==> src/rtl/add32_seq.sv <==
// Two-pass 32-bit add sequencer feeding an external 16-bit inverted-carry adder slice.
// Optional subtract support is compiled in when ADD32_SUB_EN is defined.
module add32_seq #(
  parameter bit IDLE_HOLD = 1'b0
) (
  input  logic        sys_clk,
  input  logic        resetl,
  input  logic        req,
  input  logic [31:0] a,
  input  logic [31:0] b,
`ifdef ADD32_SUB_EN
  input  logic        sub,
`endif
  output logic        busy,
  output logic        done,
  output logic [31:0] sum,
  output logic        cout,
  output logic [15:0] add_a,
  output logic [15:0] add_b,
  output logic        add_ci_n,
  input  logic [15:0] add_s,
  input  logic        add_co_n
);

  typedef enum logic [1:0] {
    IDLE = 2'd0,
    LO   = 2'd1,
    HI   = 2'd2
  } state_t;

  state_t      state_reg, state_next;
  logic [31:0] ra_reg, rb_reg, sum_reg;
  logic [15:0] hold_a_reg, hold_b_reg;
  logic        rsub_reg, cy_reg, cout_reg, done_reg;
  logic        sub_sel;

`ifdef ADD32_SUB_EN
  assign sub_sel = sub;
`else
  assign sub_sel = 1'b0;
`endif

  // Adder operands are decoded straight from state so the external adder sees them in the same cycle.
  always_comb begin
    state_next = state_reg;
    busy       = 1'b0;
    add_a      = IDLE_HOLD ? hold_a_reg : 16'd0;
    add_b      = IDLE_HOLD ? hold_b_reg : 16'd0;
    add_ci_n   = 1'b1;
    unique case (state_reg)
      IDLE: begin
        if (req) state_next = LO;
      end
      LO: begin
        busy       = 1'b1;
        add_a      = ra_reg[15:0];
        add_b      = rb_reg[15:0];
        add_ci_n   = ~rsub_reg;
        state_next = HI;
      end
      HI: begin
        busy       = 1'b1;
        add_a      = ra_reg[31:16];
        add_b      = rb_reg[31:16];
        add_ci_n   = ~cy_reg;
        state_next = IDLE;
      end
      default: state_next = IDLE;
    endcase
  end

  always_ff @(posedge sys_clk) begin
    if (!resetl) begin
      state_reg  <= IDLE;
      ra_reg     <= 32'd0;
      rb_reg     <= 32'd0;
      rsub_reg   <= 1'b0;
      cy_reg     <= 1'b0;
      sum_reg    <= 32'd0;
      cout_reg   <= 1'b0;
      done_reg   <= 1'b0;
      hold_a_reg <= 16'd0;
      hold_b_reg <= 16'd0;
    end else begin
      state_reg <= state_next;
      done_reg  <= 1'b0;
      unique case (state_reg)
        IDLE: begin
          if (req) begin
            ra_reg   <= a;
            rb_reg   <= sub_sel ? ~b : b;
            rsub_reg <= sub_sel;
          end
        end
        LO: begin
          sum_reg[15:0] <= add_s;
          cy_reg        <= ~add_co_n;
          hold_a_reg    <= add_a;
          hold_b_reg    <= add_b;
        end
        HI: begin
          sum_reg[31:16] <= add_s;
          cout_reg       <= ~add_co_n;
          done_reg       <= 1'b1;
          hold_a_reg     <= add_a;
          hold_b_reg     <= add_b;
        end
        default: ;
      endcase
    end
  end

  assign sum  = sum_reg;
  assign cout = cout_reg;
  assign done = done_reg;

endmodule

==> config.mk <==
export PLATFORM = sky130hd
export DESIGN_NAME = add32_seq
export DESIGN_NICKNAME = d
export VERILOG_FILES = /design/src/rtl/add32_seq.sv
export SDC_FILE = /design/constraint.sdc
export NUM_CORES = 1
export LEC_CHECK = 0
export ABC_AREA = 1
export CAP_MARGIN = 15
export CELL_PAD_IN_SITES_DETAIL_PLACEMENT = 1
export CELL_PAD_IN_SITES_GLOBAL_PLACEMENT = 2
export CORE_MARGIN = 5
export CORE_UTILIZATION = 25
export CTS_CLUSTER_SIZE = 16
export DETAILED_ROUTE_END_ITERATION = 16
export MAX_ROUTING_LAYER = met4
export PLACE_DENSITY = 0.93
export SLEW_MARGIN = 5
export SYNTH_ARGS = -nofsm -noshare
export SYNTH_HDL_FRONTEND = slang
export SYNTH_SLANG_ARGS = --single-unit
export TNS_END_PERCENT = 100
==> constraint.sdc <==
create_clock -name sys_clk -period 3.8 [get_ports sys_clk]
set_input_delay 0.95 -clock sys_clk [delete_from_list [all_inputs] [get_ports sys_clk]]
set_output_delay 0.95 -clock sys_clk [all_outputs]
set_load 0.02 [all_outputs]
==> results.cfg, run 1 <==
[floorplan]
die_w_um = 139
die_y_um = 139
die_area_mm2 = 0.0192
initial_core_util = 0.252
rows = 47
ios = 152
coreArea_mm2 = 0.0164

[synthesis]
ys.warnings.count = 0
async_reset_ff_frac = 0
synth_nets = 654
ys_seq_area_frac = 0.489
synth_edf_count = 0
ys.flop_type = dfxtp_1
synthCells = 564
synth-seq-cells = 101
synth_cell_types = 14
avgSynthCellArea_um2 = 7.34
synth_area_mm2 = 0.00414

[drt]
initialDrtViolationCount = 188
ant_nets = 0
drt-met1-wl_um = 6860
routedWlPerCell_um = 16.9
vias = 4288
drc = 0
viasPerCell = 4.70
top_layer_used = met4
dr_wl_met3_um = 380
firstDrtPassIters = 4
wl_met2_um = 7910
routed_wl_um = 15400

[final_layout]
layout_commonest_cell = clkdlybuf4s50_1
layout-drive-gt1-share = 0.0390
final_nets = 778
instances_no_fill = 913
multi_input_area_mm2 = 0.00183
stdcell_area_mm2 = 0.00607
final_cell_mix = 150 x clkdlybuf4s50_1, 132 x nand2_1, 101 x dfxtp_1
ff_latch_area_mm2 = 0.00202
area_growth_pct = 46.6
nFillCells = 1966

[clock_tree]
cts_buffer_depth = 2
clkLatencyLatePin_ns = 0.34
cts_buffers = 9
path_clk_slew_ns = 0.07
cts_resized = 0
post_cts_buffers = 0
cts_tree = yes
clock_sinks = 101
htree_levels = 3
postCtsHoldBufs = 0
cts-root-buf = clkbuf_16

[worst_setup_path]
rr_startpoint = state_reg[1]$_SDFFE_PN0P_
cp-endpoint = add_b[11]
crit_path_start = state_reg[1]$_SDFFE_PN0P_
reg2regPathDepth = 6
worst_setup_path_end_kind = output pin
r2r_slack_ns = 1.71
path_class = flop to output pin
path_max_fanout = 33
crit_arrival_ns = 2.59
r2r_end = sum[0]$_SDFFE_PN0N_
startpoint_type = flop
required_ns = 2.85

[place]
hpwl_um = 10500
numPortBuffers = 151
gp_congestion = 0.747
place_inst = 895
place_area_mm2 = 0.00574
pre_cts_ws_ns = 0.473

[timing]
worstMarginPinSlew_ns = 0.768
fin_crit_sh = 0.933
setup_viol = 0
fmax_mhz = 282
rsz0062_at_grt = false
maxSlewHeadroom = 0.488
setup_tns_ns = 0
fin_ws_ns = 0.255
maxSlewViolCount = 0
finalHoldViolCount = 0
fin_skew_ns = 0.00688
fin_crit_ns = 3.54

[global_routing]
track_usage = 0.160
overflow = 0
grt_pass1_wl_um = 24500
antenna_found_initial = 1
grt_max_degree = 68
grt_pass1_vias = 4442

[power_and_ir_drop]
power_density_mw_per_mm2 = 500
leakage_nw = 2.18
ir_worst_vdd_mv = 0.212
totalPowerFinal_w = 0.00303

[job]
drv_cap = 0

[hold_path]
holdCritStartpoint = rb_reg[28]$_SDFFE_PN0P_
min_path_type = flop to flop

[run_status]
status = completed
[critical path: stages, from the launching register on]
cell and delay (ns):
dfxtp_1 0.34, inv_1 0.15, ha_2 0.72, nand2_1 0.20
a21oi_1 0.20, clkdlybuf4s50_1 0.62
[layout make-up]
class                           count  share of cell area
Clock buffer                       13              0.0396
Inverter                            9             0.00557
Sequential cell                   101               0.333
Tap cell                          220              0.0454
Antenna cell                        1            0.000412
Timing Repair Buffer              161               0.268
Clock inverter                      2             0.00577
Multi-Input combinational cell    406               0.302
[Yosys cell counts, types with 2 or more instances]
library cell  count  area (um^2)
a21oi_1          98          490
buf_2            27          135
buf_4            11         82.6
clkbuf_1          9         33.8
dfxtp_1         101         2020
ha_1              6         75.1
inv_1             7         26.3
inv_2             2         7.51
nand2_1         132          495
nand3_1          66          330
nor2_1           69          259
o21ai_0          34          170
[how the worst min path moves through the flow]
stage / depth (start not counted) / end / slack [ns]
final: 2 / rb_reg[28]$_SDFFE_PN0P_ / 0.46
after global routing: 2 / ra_reg[3]$_SDFFE_PN0P_ / 0.48
after CTS: 2 / ra_reg[3]$_SDFFE_PN0P_ / 0.47
after detailed placement: 2 / rb_reg[15]$_SDFFE_PN0P_ / 0.45
after global placement: 2 / ra_reg[21]$_SDFFE_PN0P_ / 0.45
after floorplan: 2 / rb_reg[0]$_SDFFE_PN0P_ / 0.44
[metal layers]
layer  vias up  track usage
li1       2096            -
met1      2095        0.192
met2        79        0.273
met3        18       0.0221
met4         0       0.0654
met5         -            -
[logic make-up (layout without fill, tap and decap cells)]
family / Yosys count / in the layout / share of synthesized area
and+or+nand+nor: 268 / 268 / 0.264
AOI/OAI and AO/OA: 132 / 132 / 0.160
DFF: 101 / 101 / 0.489
buffers and inverters: 57 / 185 / 0.0701
adders and majority gates: 6 / 6 / 0.0181
other: 0 / 1 / 0
[metrics by stage]
stage          utilization  hold WS, ns
2_1_floorplan            -        0.439
3_3_place_gp         0.349        0.449
3_5_place_dp         0.350        0.454
4_1_cts              0.367        0.467
5_1_grt              0.370        0.482
6_report             0.370        0.464
[power breakdown]
part | switching (W) | total (W) | internal (W)
combinational | 0.000526 | 0.000876 | 0.000350
sequential | 0.0000708 | 0.00126 | 0.00119
clock | 0.000391 | 0.000899 | 0.000508
(Power assumes the default switching activity.)
==> run 2, diff against run 1 <==
--- a/config.mk
+++ b/config.mk
@@ -9,11 +9,10 @@
 export CAP_MARGIN = 15
 export CELL_PAD_IN_SITES_DETAIL_PLACEMENT = 1
 export CELL_PAD_IN_SITES_GLOBAL_PLACEMENT = 2
-export CORE_MARGIN = 5
+export CORE_MARGIN = 8
 export CORE_UTILIZATION = 25
 export CTS_CLUSTER_SIZE = 16
 export DETAILED_ROUTE_END_ITERATION = 16
-export MAX_ROUTING_LAYER = met4
 export PLACE_DENSITY = 0.93
 export SLEW_MARGIN = 5
 export SYNTH_ARGS = -nofsm -noshare
==> run 2 against run 1 <==
Against the previous run: cell count unchanged; register-to-register slack better by 0.04 ns; total power increased by 2.2%; maximum frequency fell by 0.12%; critical path depth did not move; clock-buffer cell count stayed put; largest cell class unchanged; combinational power barely moved; clock power up 8.1%; first-iteration DRC count fell by 7.4%; die area is 8.8% higher; global-route usage decreased by 0.75 points.
==> results.cfg, run 2 (same netlist as run 1, synthesis figures left out) <==
[timing]
fin_crit_ns = 3.55
maxSlewHeadroom = 0.484
worstMarginPinSlew_ns = 0.774
rsz0062_at_grt = false
setup_viol = 0
fin_skew_ns = 0.00735
finalHoldViolCount = 0
fin_crit_sh = 0.934
maxSlewViolCount = 0
fmax_mhz = 282
setup_tns_ns = 0
fin_ws_ns = 0.251

[floorplan]
rows = 47
die_y_um = 145
ios = 152
initial_core_util = 0.252
die_w_um = 145
coreArea_mm2 = 0.0164
die_area_mm2 = 0.0209

[global_routing]
grt_pass1_wl_um = 24800
overflow = 0
antenna_found_initial = 0
track_usage = 0.153
grt_max_degree = 68
grt_pass1_vias = 4636

[worst_setup_path]
critical_path.top_delay_family = buffers and inverters
crit_chain = inv_1 -> ha_2 -> nand2_1 -> a21oi_1 -> clkdlybuf4s50_1
crit_path_start = state_reg[1]$_SDFFE_PN0P_
path_buf_inv = 2
crit_arrival_ns = 2.60
required_ns = 2.85
path_class = flop to output pin
slowest_stage = ha_2
startpoint_type = flop
rr_startpoint = state_reg[1]$_SDFFE_PN0P_
worst_setup_path_end_kind = output pin
cpPeakStageDelay_ns = 0.73
path_max_fanout = 33

[place]
gp_congestion = 0.773
numPortBuffers = 151
hpwl_um = 11100
pre_cts_ws_ns = 0.425

[clock_tree]
clkLatencyLatePin_ns = 0.35
cts-root-buf = clkbuf_16
cts_buffer_depth = 2
postCtsHoldBufs = 0
clock_sinks = 101
post_cts_buffers = 0
path_clk_slew_ns = 0.07
cts_tree = yes
htree_levels = 3
cts_buffers = 9
cts_resized = 0

[drt]
ant_nets = 0
initialDrtViolationCount = 174
routedWlPerCell_um = 17.5
firstDrtPassIters = 4
drc = 0
vias = 4289
viasPerCell = 4.70
routed_wl_um = 16000

[hold_path]
min_path_type = flop to flop
holdCritStartpoint = rb_reg[31]$_SDFFE_PN0P_

[final_layout]
final_nets = 778
nFillCells = 1966
layout_commonest_cell = clkdlybuf4s50_1
insertedDiodeCount = 0
final_cell_mix = 150 x clkdlybuf4s50_1, 132 x nand2_1, 101 x dfxtp_1
area_growth_pct = 46.8
layout-drive-gt1-share = 0.0447

[power_and_ir_drop]
power_density_mw_per_mm2 = 510
ir_worst_vdd_mv = 0.243
leakage_nw = 2.18

[run_status]
status = completed

[job]
drv_cap = 0
## run 2: layout make-up
| cell class | instances | area (um^2) | area share |
|---|---|---|---|
| clock buffer | 13 | 270 | 0.0445 |
| clock inverter | 3 | 42.5 | 0.00700 |
| inverter | 9 | 33.8 | 0.00556 |
| multi-input combinational | 406 | 1830 | 0.301 |
| sequential | 101 | 2020 | 0.333 |
| tap | 220 | 275 | 0.0453 |
| timing repair buffer | 161 | 1600 | 0.264 |
## run 2: power breakdown
part           total, W  switching, W  internal (W)
sequential      0.00126     0.0000683       0.00119
clock          0.000972      0.000408      0.000564
combinational  0.000873      0.000532      0.000341
total           0.00310       0.00101       0.00209
## run 2: worst paths after layout
path         depth (start not counted)                       to  slack, ns
max                                  5                add_b[11]       0.25
min                                  2  rb_reg[31]$_SDFFE_PN0P_       0.47
min reg2reg                          2  rb_reg[31]$_SDFFE_PN0P_       0.47
max reg2reg                          6     sum[13]$_SDFFE_PN0N_       1.75
## run 2: per-layer routing
metal  GRT usage  wire length, um
met4      0.0663              328
met5           0                0
met3      0.0266              697
met1       0.177             6930
met2       0.271             8060
## run 2: through the flow
stage | cells | hold WS (ns) | cell area (um^2) | power (W) | utilization
floorplan | 564 | 0.439 | 4140 | 0.00176 | -
global placement | 896 | 0.450 | 5740 | 0.00210 | 0.350
detailed placement | 896 | 0.453 | 5740 | 0.00214 | 0.350
CTS | 912 | 0.464 | 6050 | 0.00312 | 0.369
global route | 913 | 0.482 | 6080 | 0.00327 | 0.370
finish | 913 | 0.465 | 6080 | 0.00310 | 0.370
## run 2: tightest hold or removal path: cells and delay by family, from the launching register on
family / cells / cell delay (ns)
compound gates: 1 / 0.05
flops: 1 / 0.31
simple gates: 1 / 0.06
